--- config.mk ---
export PLATFORM = sky130hd
export DESIGN_NAME = audio_pwm_out_flat
export DESIGN_NICKNAME = d
export VERILOG_FILES = /design/src/rtl/audio_pkg.sv /design/src/rtl/audio_pwm_out_if.sv /design/src/rtl/audio_pwm_out_sample_fifo.sv /design/src/rtl/audio_pwm_out.sv /design/src/flat_wrapper.sv
export SDC_FILE = /design/constraint.sdc
export NUM_CORES = 1
export LEC_CHECK = 0
export ABC_AREA = 1
export CORE_MARGIN = 5
export CORE_UTILIZATION = 50
export CTS_BUF_LIST = sky130_fd_sc_hd__clkbuf_8 sky130_fd_sc_hd__clkbuf_16
export DETAILED_ROUTE_END_ITERATION = 8
export PLACE_DENSITY = 0.75
export RECOVER_POWER = 25
export SLEW_MARGIN = 30
export SYNTH_ARGS = -nofsm -noshare
export SYNTH_HDL_FRONTEND = slang
export SYNTH_SLANG_ARGS = --single-unit
--- constraint.sdc ---
create_clock -name clk -period 1.8 [get_ports clk]
set_input_delay 0.18 -clock clk [delete_from_list [all_inputs] [get_ports clk]]
set_output_delay 0.18 -clock clk [all_outputs]
set_load 0.05 [all_outputs]
--- src/rtl/audio_pkg.sv ---
// Shared constants, defaults and FSM encoding for the audio PWM playback stage.
package audio_pkg;

  localparam int SAMPLE_DIV  = 3175;
  localparam int PWM_BITS    = 10;
  localparam int FIFO_DEPTH  = 4;
  localparam int PRIME_LEVEL = 2;
  localparam int SAMPLE_W    = 16;
  localparam int MIDSCALE    = 1 << (PWM_BITS - 1);

  typedef enum logic [1:0] {
    ST_IDLE  = 2'd0,
    ST_PRIME = 2'd1,
    ST_PLAY  = 2'd2
  } state_e;

endpackage

--- src/rtl/audio_pwm_out_if.sv ---
// Sample stream from the RAM stage into the PWM playback stage.
interface audio_pwm_out_if;
  import audio_pkg::*;

  // Handshake: sample_in is held stable while sample_valid is high; a transfer
  // happens on any rising clk edge where sample_valid && sample_ready.
  logic [SAMPLE_W-1:0] sample_in;
  logic                sample_valid;
  logic                sample_ready;

  modport master (output sample_in, output sample_valid, input sample_ready);
  modport slave  (input sample_in, input sample_valid, output sample_ready);

endinterface

--- src/rtl/audio_pwm_out_sample_fifo.sv ---
// Small power-of-two sample FIFO with push/pop/flush and an occupancy count.
module sample_fifo #(
  parameter int DEPTH = 4,
  parameter int WIDTH = 16
) (
  input  logic                   clk,
  input  logic                   rst,
  input  logic                   i_push,
  input  logic                   i_pop,
  input  logic                   i_flush,
  input  logic [WIDTH-1:0]       i_din,
  output logic [$clog2(DEPTH):0] o_count,
  output logic [WIDTH-1:0]       o_head
);

  localparam int AW = $clog2(DEPTH);
  localparam int CW = AW + 1;

  logic [WIDTH-1:0] r_mem [DEPTH];
  logic [AW-1:0]    r_wr_ptr;
  logic [AW-1:0]    r_rd_ptr;
  logic [CW-1:0]    r_count;
  logic             w_push;
  logic             w_pop;

  assign w_push  = i_push && (r_count < CW'(DEPTH));
  assign w_pop   = i_pop && (r_count != '0);
  assign o_count = r_count;
  assign o_head  = r_mem[r_rd_ptr];

  // Flush wins over everything happening on the same edge.
  always_ff @(posedge clk or negedge rst) begin
    if (!rst) begin
      r_wr_ptr <= '0;
      r_rd_ptr <= '0;
      r_count  <= '0;
    end else if (i_flush) begin
      r_wr_ptr <= '0;
      r_rd_ptr <= '0;
      r_count  <= '0;
    end else begin
      if (w_push) r_wr_ptr <= r_wr_ptr + AW'(1);
      if (w_pop)  r_rd_ptr <= r_rd_ptr + AW'(1);
      if (w_push && !w_pop)      r_count <= r_count + CW'(1);
      else if (w_pop && !w_push) r_count <= r_count - CW'(1);
    end
  end

  always_ff @(posedge clk) begin
    if (w_push && !i_flush) r_mem[r_wr_ptr] <= i_din;
  end

endmodule

--- src/rtl/audio_pwm_out.sv ---
// Audio playback stage: buffers samples, releases one per sample period and
// drives a glitch-free PWM pin whose duty only changes at carrier wrap.
module audio_pwm_out #(
  parameter int SAMPLE_DIV  = audio_pkg::SAMPLE_DIV,
  parameter int PWM_BITS    = audio_pkg::PWM_BITS,
  parameter int FIFO_DEPTH  = audio_pkg::FIFO_DEPTH,
  parameter int PRIME_LEVEL = audio_pkg::PRIME_LEVEL
) (
  input  logic                        clk,
  input  logic                        rst,
  input  logic                        enable,
  audio_pwm_out_if.slave              s_if,
  output logic                        sample_tick,
  output logic                        underrun,
  input  logic                        underrun_clr,
  output logic                        playing,
  output logic                        AudPWM,
  output logic                        AudSD,
  output audio_pkg::state_e           o_dbg_state,
  output logic [$clog2(FIFO_DEPTH):0] o_dbg_count,
  output logic [PWM_BITS-1:0]         o_dbg_duty,
  output logic [PWM_BITS-1:0]         o_dbg_pwm_cnt
);
  import audio_pkg::*;

  localparam int CW = $clog2(FIFO_DEPTH) + 1;
  localparam int TW = $clog2(SAMPLE_DIV);
  localparam logic [TW-1:0]       TICK_LAST = TW'(SAMPLE_DIV - 1);
  localparam logic [PWM_BITS-1:0] MID       = {1'b1, {(PWM_BITS-1){1'b0}}};

  state_e                r_state;
  state_e                w_state_nxt;
  logic [CW-1:0]         w_count;
  logic [SAMPLE_W-1:0]   w_head;
  logic                  w_push;
  logic                  w_pop;
  logic                  w_leave;
  logic                  w_tick;
  logic [TW-1:0]         r_tick_cnt;
  logic [PWM_BITS-1:0]   r_pwm_cnt;
  logic [PWM_BITS-1:0]   r_duty;
  logic [SAMPLE_W-1:0]   r_cur_sample;
  logic                  r_underrun;
  logic                  r_aud_pwm;

  // Two's complement to offset binary, keeping the top PWM_BITS bits.
  function automatic logic [PWM_BITS-1:0] level_of(input logic [SAMPLE_W-1:0] s);
    logic [SAMPLE_W-1:0] ob;
    ob = {~s[SAMPLE_W-1], s[SAMPLE_W-2:0]};
    return PWM_BITS'(ob >> (SAMPLE_W - PWM_BITS));
  endfunction

  assign s_if.sample_ready = (w_count < CW'(FIFO_DEPTH));
  assign w_push  = s_if.sample_valid && s_if.sample_ready;
  assign w_leave = (r_state != ST_IDLE) && !enable;
  assign w_tick  = (r_state == ST_PLAY) && (r_tick_cnt == TICK_LAST);
  assign w_pop   = w_tick && (w_count != '0);

  sample_fifo #(.DEPTH(FIFO_DEPTH), .WIDTH(SAMPLE_W)) u_fifo (
    .clk     (clk),
    .rst     (rst),
    .i_push  (w_push),
    .i_pop   (w_pop),
    .i_flush (w_leave),
    .i_din   (s_if.sample_in),
    .o_count (w_count),
    .o_head  (w_head)
  );

  always_ff @(posedge clk or negedge rst) begin
    if (!rst) r_state <= ST_IDLE;
    else      r_state <= w_state_nxt;
  end

  always_comb begin
    w_state_nxt = r_state;
    case (r_state)
      ST_IDLE:  if (enable) w_state_nxt = ST_PRIME;
      ST_PRIME: begin
        if (!enable)                           w_state_nxt = ST_IDLE;
        else if (w_count >= CW'(PRIME_LEVEL))  w_state_nxt = ST_PLAY;
      end
      ST_PLAY:  if (!enable) w_state_nxt = ST_IDLE;
      default:  w_state_nxt = ST_IDLE;
    endcase
  end

  always_ff @(posedge clk or negedge rst) begin
    if (!rst)                                r_tick_cnt <= '0;
    else if (r_state == ST_PLAY && !w_leave) r_tick_cnt <= w_tick ? '0 : r_tick_cnt + TW'(1);
    else                                     r_tick_cnt <= '0;
  end

  // Duty is sampled from cur_sample only at the carrier wrap, so a pop mid-period
  // (or on the wrap edge itself) first shows up in the following period.
  always_ff @(posedge clk or negedge rst) begin
    if (!rst) begin
      r_pwm_cnt <= '0;
      r_duty    <= MID;
      r_aud_pwm <= 1'b0;
    end else if (r_state == ST_IDLE || w_leave) begin
      r_pwm_cnt <= '0;
      r_duty    <= MID;
      r_aud_pwm <= 1'b0;
    end else begin
      r_pwm_cnt <= r_pwm_cnt + PWM_BITS'(1);
      if (r_pwm_cnt == '1) r_duty <= level_of(r_cur_sample);
      r_aud_pwm <= (r_pwm_cnt < r_duty);
    end
  end

  always_ff @(posedge clk or negedge rst) begin
    if (!rst) begin
      r_cur_sample <= '0;
      r_underrun   <= 1'b0;
    end else begin
      if (w_pop) r_cur_sample <= w_head;
      if (w_tick && w_count == '0) r_underrun <= 1'b1;
      else if (underrun_clr)       r_underrun <= 1'b0;
    end
  end

  assign sample_tick   = w_tick;
  assign underrun      = r_underrun;
  assign playing       = (r_state == ST_PLAY);
  assign AudSD         = (r_state != ST_IDLE);
  assign AudPWM        = r_aud_pwm;
  assign o_dbg_state   = r_state;
  assign o_dbg_count   = w_count;
  assign o_dbg_duty    = r_duty;
  assign o_dbg_pwm_cnt = r_pwm_cnt;

endmodule

--- src/flat_wrapper.sv ---
// flat-port wrapper written by rule: the top's interface ports become plain ports
module audio_pwm_out_flat import audio_pkg::*;
#(
  parameter int SAMPLE_DIV  = audio_pkg::SAMPLE_DIV,
  parameter int PWM_BITS    = audio_pkg::PWM_BITS,
  parameter int FIFO_DEPTH  = audio_pkg::FIFO_DEPTH,
  parameter int PRIME_LEVEL = audio_pkg::PRIME_LEVEL
)
  (clk, rst, enable, sample_tick, underrun, underrun_clr, playing, AudPWM, AudSD, o_dbg_state, o_dbg_count, o_dbg_duty, o_dbg_pwm_cnt, s_if_sample_in, s_if_sample_valid, s_if_sample_ready);
  audio_pwm_out_if s_if_i ();
  input  logic clk;
  input  logic rst;
  input  logic enable;
  output logic sample_tick;
  output logic underrun;
  input  logic underrun_clr;
  output logic playing;
  output logic AudPWM;
  output logic AudSD;
  output audio_pkg::state_e o_dbg_state;
  output logic [$clog2(FIFO_DEPTH):0] o_dbg_count;
  output logic [PWM_BITS-1:0] o_dbg_duty;
  output logic [PWM_BITS-1:0] o_dbg_pwm_cnt;
  input wire logic [$bits(s_if_i.sample_in)-1:0] s_if_sample_in;
  input wire logic [$bits(s_if_i.sample_valid)-1:0] s_if_sample_valid;
  output wire logic [$bits(s_if_i.sample_ready)-1:0] s_if_sample_ready;
  assign s_if_i.sample_in = s_if_sample_in;
  assign s_if_i.sample_valid = s_if_sample_valid;
  assign s_if_sample_ready = s_if_i.sample_ready;
  audio_pwm_out #(.SAMPLE_DIV(SAMPLE_DIV), .PWM_BITS(PWM_BITS), .FIFO_DEPTH(FIFO_DEPTH), .PRIME_LEVEL(PRIME_LEVEL)) u_core (.clk(clk), .rst(rst), .enable(enable), .s_if(s_if_i), .sample_tick(sample_tick), .underrun(underrun), .underrun_clr(underrun_clr), .playing(playing), .AudPWM(AudPWM), .AudSD(AudSD), .o_dbg_state(o_dbg_state), .o_dbg_count(o_dbg_count), .o_dbg_duty(o_dbg_duty), .o_dbg_pwm_cnt(o_dbg_pwm_cnt));
endmodule
==> impl_metrics.csv, run 1 <==
group,metric,value,unit
detailed_routing,detail_route.wirelength,8.74,mm
setup_path,critical_path.reg2reg.startpoint,"u_core.r_tick_cnt[0]",
timing,setup_viol,1,
clocking,htreeDepth,3,
synthesis,synth_mux_area_share,0,%
floorplanning,core,8590,µm²
timing,fin_skew,0.00834,ns
floorplanning,die_footprint,10700,µm²
grt,grt_pass1_wl,14.8,mm
detailed_routing,routed_via_density,5.06,
synthesis,synth_cell_types,38,
final_layout,layout-drive-gt1-share,27.2,%
final_layout,layout.area.seq,2530,µm²
synthesis,yosys.area_share.xor_xnor,0.403,%
synthesis,synth-async-reset-ratio,57.0,%
floorplanning,initial_core_util,50.6,%
timing,worst_hold_slack,0.401,ns
timing,final-hold-violation-count,0,
grt,busiest_layer,"met2",
synthesis,ys_seq_elements,93,
clocking,ctsRootBufferMaster,"clkbuf_8",
timing,maxSlewViolCount,0,
timing,tightest_slew,1.17,ns
final_layout,fillerInstances,666,
job,cap_violations,0,
synthesis,yosysWarnings,0,
final_layout,final_nets,537,
grt,globalRoute.totalOverflow,0,
placement,place_hpwl,6.10,mm
setup_path,worst-setup-path-type,"flop to flop",
final_layout,commonest_cells_after_routing_fill_and_taps_aside,"nand2_1, nor2_1, dfrtp_1",
power,peakVddDrop,745,µV
clocking,cts.sink_count,93,
clocking,cts_buffer_depth,2,
final_layout,area_delta_synth_final,26.6,%
timing,timing.max_slew.rel_slack,21.9,%
power,power-per-cell-area,995,nW/µm²
synthesis,synthesis.instances,418,
final_layout,multiInputGateArea,1610,µm²
detailed_routing,drt_pre_antenna_iters,4,
setup_path,category_of_the_worst_setup_path_launch_point,"flop",
placement,detailed_place.area,5140,µm²
synthesis,synth_top_area_cell,"dfrtp_1",
timing,post-route-worst-setup-slack,-0.00915,ns
synthesis,synthesis.nets,456,
detailed_routing,detail_route.drc_violations,0,
timing,totalNegativeSetupSlack,-0.00915,ns
floorplanning,top_level_ports,52,
final_layout,finalCoreUtilization,64.1,%
power,total_leakage_power,0.00243,µW
synthesis,yosysSeqAreaShare,58.1,%
worst_hold_path,worst_hold_path.num_cells,2,
timing,rsz0062_at_grt,"yes",
synthesis,post_synth_and_or_nand_nor_area_fraction,17.2,%
setup_path,worst-endpoint-arrival,2.06,ns
grt,grt.met3_usage,3.35,%
setup_path,reg2reg_depth,13,
clocking,clkSlewWorstSetupHoldPaths,0.09,ns
synthesis,synth_largest_type_area_fraction,29.9,%
placement,port_buffers,45,
detailed_routing,ant_nets,0,
clocking,worst_skew_pair.late_latency,0.36,ns
clocking,cts_buffers,9,
grt,antenna_found_initial,0,
detailed_routing,detailroute.via_count,3094,
timing,share_of_the_cycle_needed_by_the_critical_path_after_routing,101,%
synthesis,number_of_enable_flip_flop_cells_after_synthesis,40,
setup_path,crit_required,2.05,ns
grt,grt_use_met1,22.4,%
worst_hold_path,hold_start,"underrun_clr",
synthesis,dominant_combinational_cell_family_by_area_after_synthesis,"simple AND/OR/NAND/NOR gates",
clocking,cts_tree,"built",
grt,global_router_s_overall_resource_usage,18.0,%
setup_path,regToRegEndpoint,"u_core.u_fifo.o_count[1]",
setup_path,end_kind,"flop",
detailed_routing,drt_first_iter_violations,104,
status,outcome,"complete, but fails checks",
synthesis,compound_gate_fraction_of_synth_area,12.4,%
synthesis,post_synth.cell_area_avg,10.4,µm²
worst_hold_path,hp-class,"input pin to flop",
synthesis,synth-adder-area-share,5.06,%
synthesis,synthesis.area,4350,µm²
synthesis,ys_dominant_reg_cell,"dfrtp_1",
floorplanning,placementRows,34,
grt,grt_pass1_vias,3228,
final_layout,layout.cells.most_common,"nand2_1",
final_layout,finalInstanceArea,5510,µm²
worst_hold_path,min_to,"u_core.underrun",
synthesis,synthTopCellsByArea,"dfrtp_1, edfxtp_1, nand2_1",
grt,met2_usage,31.3,%
setup_path,crit_fanout,2,
detailed_routing,wire_per_inst,14.3,µm
status,violated_checks,"setup timing",
floorplanning,die_width,103,µm
setup_path,reg2reg_setup_slack,-0.009,ns
timing,post_route_minimum_period,1.81,ns
placement,gp_congestion,0.832,
final_layout,insertedDiodeCount,0,
grt,maximum_number_of_pins_on_one_net_before_global_route_repair,24,
floorplanning,floorplan.die.height,103,µm
timing,fmax,553,MHz
==> cells by family (layout without fill, tap and decap cells) <==
family	count (synthesis)	count (layout)
AO/OA/AOI/OAI	76	76
XOR/XNOR	2	2
adder cells (fa/ha/maj)	17	17
buffers and inverters	72	158
flip-flops	93	93
AND/OR/NAND/NOR	158	158
==> area by class of cell <==
cell class | count | share of cell area [%]
flip-flops and latches | 93 | 46.0
multi-input cells | 253 | 29.1
repair buffers | 80 | 14.4
inverters | 62 | 4.34
well taps | 108 | 2.45
clock buffers | 9 | 2.25
clock inverters | 7 | 1.48
==> registers in the layout, indices dropped and copies added, names as in the netlist, 3 cells and up <==
name	flops
u_core.o_dbg_pwm_cnt	10
u_core.o_dbg_duty	10
u_core.r_cur_sample	10
u_core.u_fifo.r_mem	40
u_core.u_fifo.o_count	3
u_core.r_tick_cnt	12
==> report_power, final <==
group / leakage (µW) / switching (µW) / internal, µW
Combinational: 0.00124 / 964 / 529
Sequential: 0.00108 / 114 / 2450
Clock: 0.000100 / 764 / 659
==> cell usage after synthesis, types with 6 or more instances <==
library cell / instances
a21oi_1: 15
clkbuf_1: 6
dfrtp_1: 52
edfxtp_1: 40
ha_1: 16
inv_1: 46
inv_2: 16
nand2_1: 56
nand3_1: 17
nor2_1: 56
nor2_2: 6
o21ai_0: 30
o21ai_2: 10
o221ai_2: 10
==> metal layers <==
metal | up-vias | wire (µm) | part of all wire, %
met3 | 10 | 276 | 3.2
li1 | 1558 | - | -
met5 | - | 0 | 0
met2 | 42 | 4540 | 52
met1 | 1484 | 3810 | 44
met4 | 0 | 114 | 1.3
==> stage by stage <==
| stage | setup slack, ns | std cells | power [µW] |
|---|---|---|---|
| final | -0.00915 | 612 | 5480 |
| after CTS | -0.00839 | 604 | 5460 |
| after global placement | -0.0225 | 584 | 4010 |
| after floorplan | -0.329 | 418 | 3520 |
| after detailed placement | -0.0601 | 584 | 4040 |
| after global routing | -0.121 | 612 | 5770 |
==> worst max path at each step <==
stage                               start                  endpoint  cells past startpoint  slack, ns
finish               u_core.r_tick_cnt[0]  u_core.u_fifo.o_count[1]                     13     -0.009
global route         u_core.r_tick_cnt[0]  u_core.u_fifo.o_count[1]                     13      -0.12
CTS                  u_core.r_tick_cnt[0]  u_core.u_fifo.o_count[1]                     13     -0.008
detailed placement   u_core.r_tick_cnt[0]  u_core.u_fifo.o_count[2]                     13      -0.06
global placement     u_core.r_tick_cnt[0]  u_core.u_fifo.o_count[2]                     13      -0.02
floorplan           u_core.o_dbg_state[1]  u_core.u_fifo.o_count[2]                     11      -0.33
==> worst max-delay path, cell delays in order (launching register included) <==
cell,delay [ns]
dfrtp_1,0.39
inv_1,0.06
ha_2,0.16
inv_2,0.04
nor2_4,0.09
nand3_4,0.07
inv_2,0.07
nand3_4,0.07
nand2_4,0.07
inv_2,0.04
fa_2,0.52
nor2_2,0.03
nand2_1,0.05
o21ai_1,0.06
==> repair_timing <==
item                       in CTS  in global routing
gates cloned                    0                  1
hold endpoints to repair       18                  0
pin swaps                       5                  4
buffers inserted                3                  8
gates resized for setup        11                 15
setup endpoints to repair       9                 61
hold buffers                    1                  0
Note: power is estimated with default switching activity, not from simulation.
==> inputs of run 2 (changes only) <==
--- a/config.mk
+++ b/config.mk
@@ -10,7 +10,7 @@
 export CORE_UTILIZATION = 50
 export CTS_BUF_LIST = sky130_fd_sc_hd__clkbuf_8 sky130_fd_sc_hd__clkbuf_16
 export DETAILED_ROUTE_END_ITERATION = 8
-export PLACE_DENSITY = 0.75
+export PLACE_DENSITY = 0.77
 export RECOVER_POWER = 25
 export SLEW_MARGIN = 30
 export SYNTH_ARGS = -nofsm -noshare
==> run 2 against run 1 <==
Effect of this change:
- the flow still finishes with violations (setup timing)
- cell area about the same
- setup slack got worse by 0.057 ns
- total power is 0.69% lower
- clock power fell by 5%
- fmax fell by 3.0%
- sequential cell count did not move
- sequential power is essentially flat
- first-iteration DRC count is 18% lower
==> impl_metrics.csv, run 2 (synthesis gave the netlist of run 1 again) <==
group,metric,value,unit
final_layout,finalInstanceArea,5510,µm²
detailed_routing,ant_nets,0,
final_layout,layout-drive-gt1-share,26.3,%
final_layout,final_nets,538,
final_layout,commonest_cells_after_routing_fill_and_taps_aside,"nand2_1, nor2_1, dfrtp_1",
timing,final-hold-violation-count,0,
timing,fmax,536,MHz
grt,maximum_number_of_pins_on_one_net_before_global_route_repair,22,
power,power-per-cell-area,989,nW/µm²
clocking,cts_tree,"built",
placement,detailed_place.area,5170,µm²
setup_path,crit_fanout,2,
timing,timing.max_slew.rel_slack,35.3,%
clocking,cts_buffer_depth,2,
grt,globalRoute.totalOverflow,0,
final_layout,insertedDiodeCount,0,
setup_path,end_kind,"flop",
final_layout,top_register,"u_core.u_fifo.r_mem",
worst_hold_path,hp-class,"input pin to flop",
clocking,worst_skew_pair.late_latency,0.36,ns
floorplanning,placementRows,34,
floorplanning,die_width,103,µm
power,total_leakage_power,0.00248,µW
grt,grt_pass1_wl,14.9,mm
detailed_routing,detail_route.wirelength,8.86,mm
timing,setup_viol,3,
clocking,htreeDepth,3,
timing,rsz0062_at_grt,"yes",
setup_path,reg2reg_setup_slack,-0.07,ns
timing,totalNegativeSetupSlack,-0.0916,ns
detailed_routing,drt_first_iter_violations,85,
setup_path,worst-endpoint-arrival,2.11,ns
floorplanning,core,8590,µm²
grt,antenna_found_initial,0,
timing,fin_skew,0.00670,ns
timing,tightest_slew,0.970,ns
grt,global_router_s_overall_resource_usage,18.3,%
final_layout,area_delta_synth_final,26.5,%
timing,post_route_minimum_period,1.87,ns
setup_path,category_of_the_worst_setup_path_launch_point,"flop",
setup_path,worst-setup-path-type,"flop to flop",
final_layout,largest_registers_ranked_by_flip_flop_count,"u_core.u_fifo.r_mem: 40 flops, u_core.r_tick_cnt: 12 flops",
detailed_routing,wire_per_inst,14.5,µm
timing,maxSlewViolCount,0,
final_layout,finalNonFillerCells,613,
job,cap_violations,0,
final_layout,largest_register_ff_count,40,
detailed_routing,drt_pre_antenna_iters,4,
clocking,clkSlewWorstSetupHoldPaths,0.09,ns
setup_path,crit_required,2.05,ns
status,violated_checks,"setup timing",
detailed_routing,detailroute.via_count,3144,
timing,post-route-worst-setup-slack,-0.0660,ns
grt,grt_pass1_vias,3207,
placement,place_hpwl,6.25,mm
floorplanning,initial_core_util,50.6,%
placement,port_buffers,45,
detailed_routing,detail_route.drc_violations,0,
floorplanning,floorplan.die.height,103,µm
clocking,cts.sink_count,93,
final_layout,layout.cells.most_common,"nand2_1",
detailed_routing,routed_via_density,5.13,
clocking,cts_buffers,9,
placement,numPlacedInstances,585,
timing,share_of_the_cycle_needed_by_the_critical_path_after_routing,104,%
placement,gp_congestion,0.870,
power,peakVddDrop,803,µV
floorplanning,top_level_ports,52,
clocking,ctsRootBufferMaster,"clkbuf_8",
floorplanning,die_footprint,10700,µm²
status,outcome,"complete, but fails checks",
run 2: timing repair:
item                                    4_1_cts  5_1_grt
resized for setup                             9       18
buffers inserted                              1        9
hold endpoints to repair                     16        0
pin swaps                                     2       11
endpoints found under the setup margin       10       23
gates cloned                                  0        1
hold buffers                                  1        0
run 2: path summary, 6_finish.rpt:
| kind | from | to | cells after the start |
|---|---|---|---|
| worst max-delay path | u_core.r_tick_cnt[0] | u_core.u_fifo.o_count[1] | 13 |
| worst min-delay path | underrun_clr | u_core.underrun | 2 |
| worst max register to register | u_core.r_tick_cnt[0] | u_core.u_fifo.o_count[1] | 13 |
| worst min register to register | u_core.r_cur_sample[6] | u_core.r_cur_sample[6] | 2 |
| max in group asynchronous | rst | u_core.u_fifo.o_count[2] | 3 |
| min in group asynchronous | rst | u_core.AudPWM | 2 |
run 2: stage by stage:
| step | total power (µW) | setup WS, ns | util, % | hold slack, ns |
|---|---|---|---|---|
| final | 5440 | -0.0660 | 64.1 | 0.369 |
| after global routing | 5730 | -0.169 | 64.1 | 0.377 |
| after CTS | 5430 | -0.0357 | 62.6 | 0.273 |
| after detailed placement | 4090 | -0.0742 | 60.2 | 0.127 |
| after global placement | 4040 | -0.0398 | 60.2 | 0.115 |
| after floorplan | 3520 | -0.329 | - | -0.116 |
run 2: critical path: stages (launching register included):
cell,delay (ns)
dfrtp_1,0.39
inv_1,0.06
ha_2,0.16
inv_2,0.04
nor2_4,0.11
nand3_4,0.07
inv_2,0.07
nand3_4,0.07
nand2_4,0.07
inv_2,0.04
fa_2,0.53
nor2_2,0.03
nand2_1,0.06
o21ai_1,0.06
run 2: where the power goes:
group	internal, µW	switching [µW]	leakage [µW]
registers	2450	112	0.00108
clock network	632	722	0.0000903
logic	544	982	0.00131
total	3630	1820	0.00248
run 2: per-layer routing:
layer,share of wire [%],GRT usage (%)
met4,2.0,7.77
met3,3.6,3.69
met5,0,0
met1,43,23.7
met2,52,30.0
run 2: cell type report:
class                           count  area [µm²]
Fill cell                         688        3090
Sequential cell                    93        2530
Multi-Input combinational cell    254        1600
Timing Repair Buffer               80         805
Inverter                           62         239
Tap cell                          108         135
Clock buffer                        9         124
Clock inverter                      7        66.3
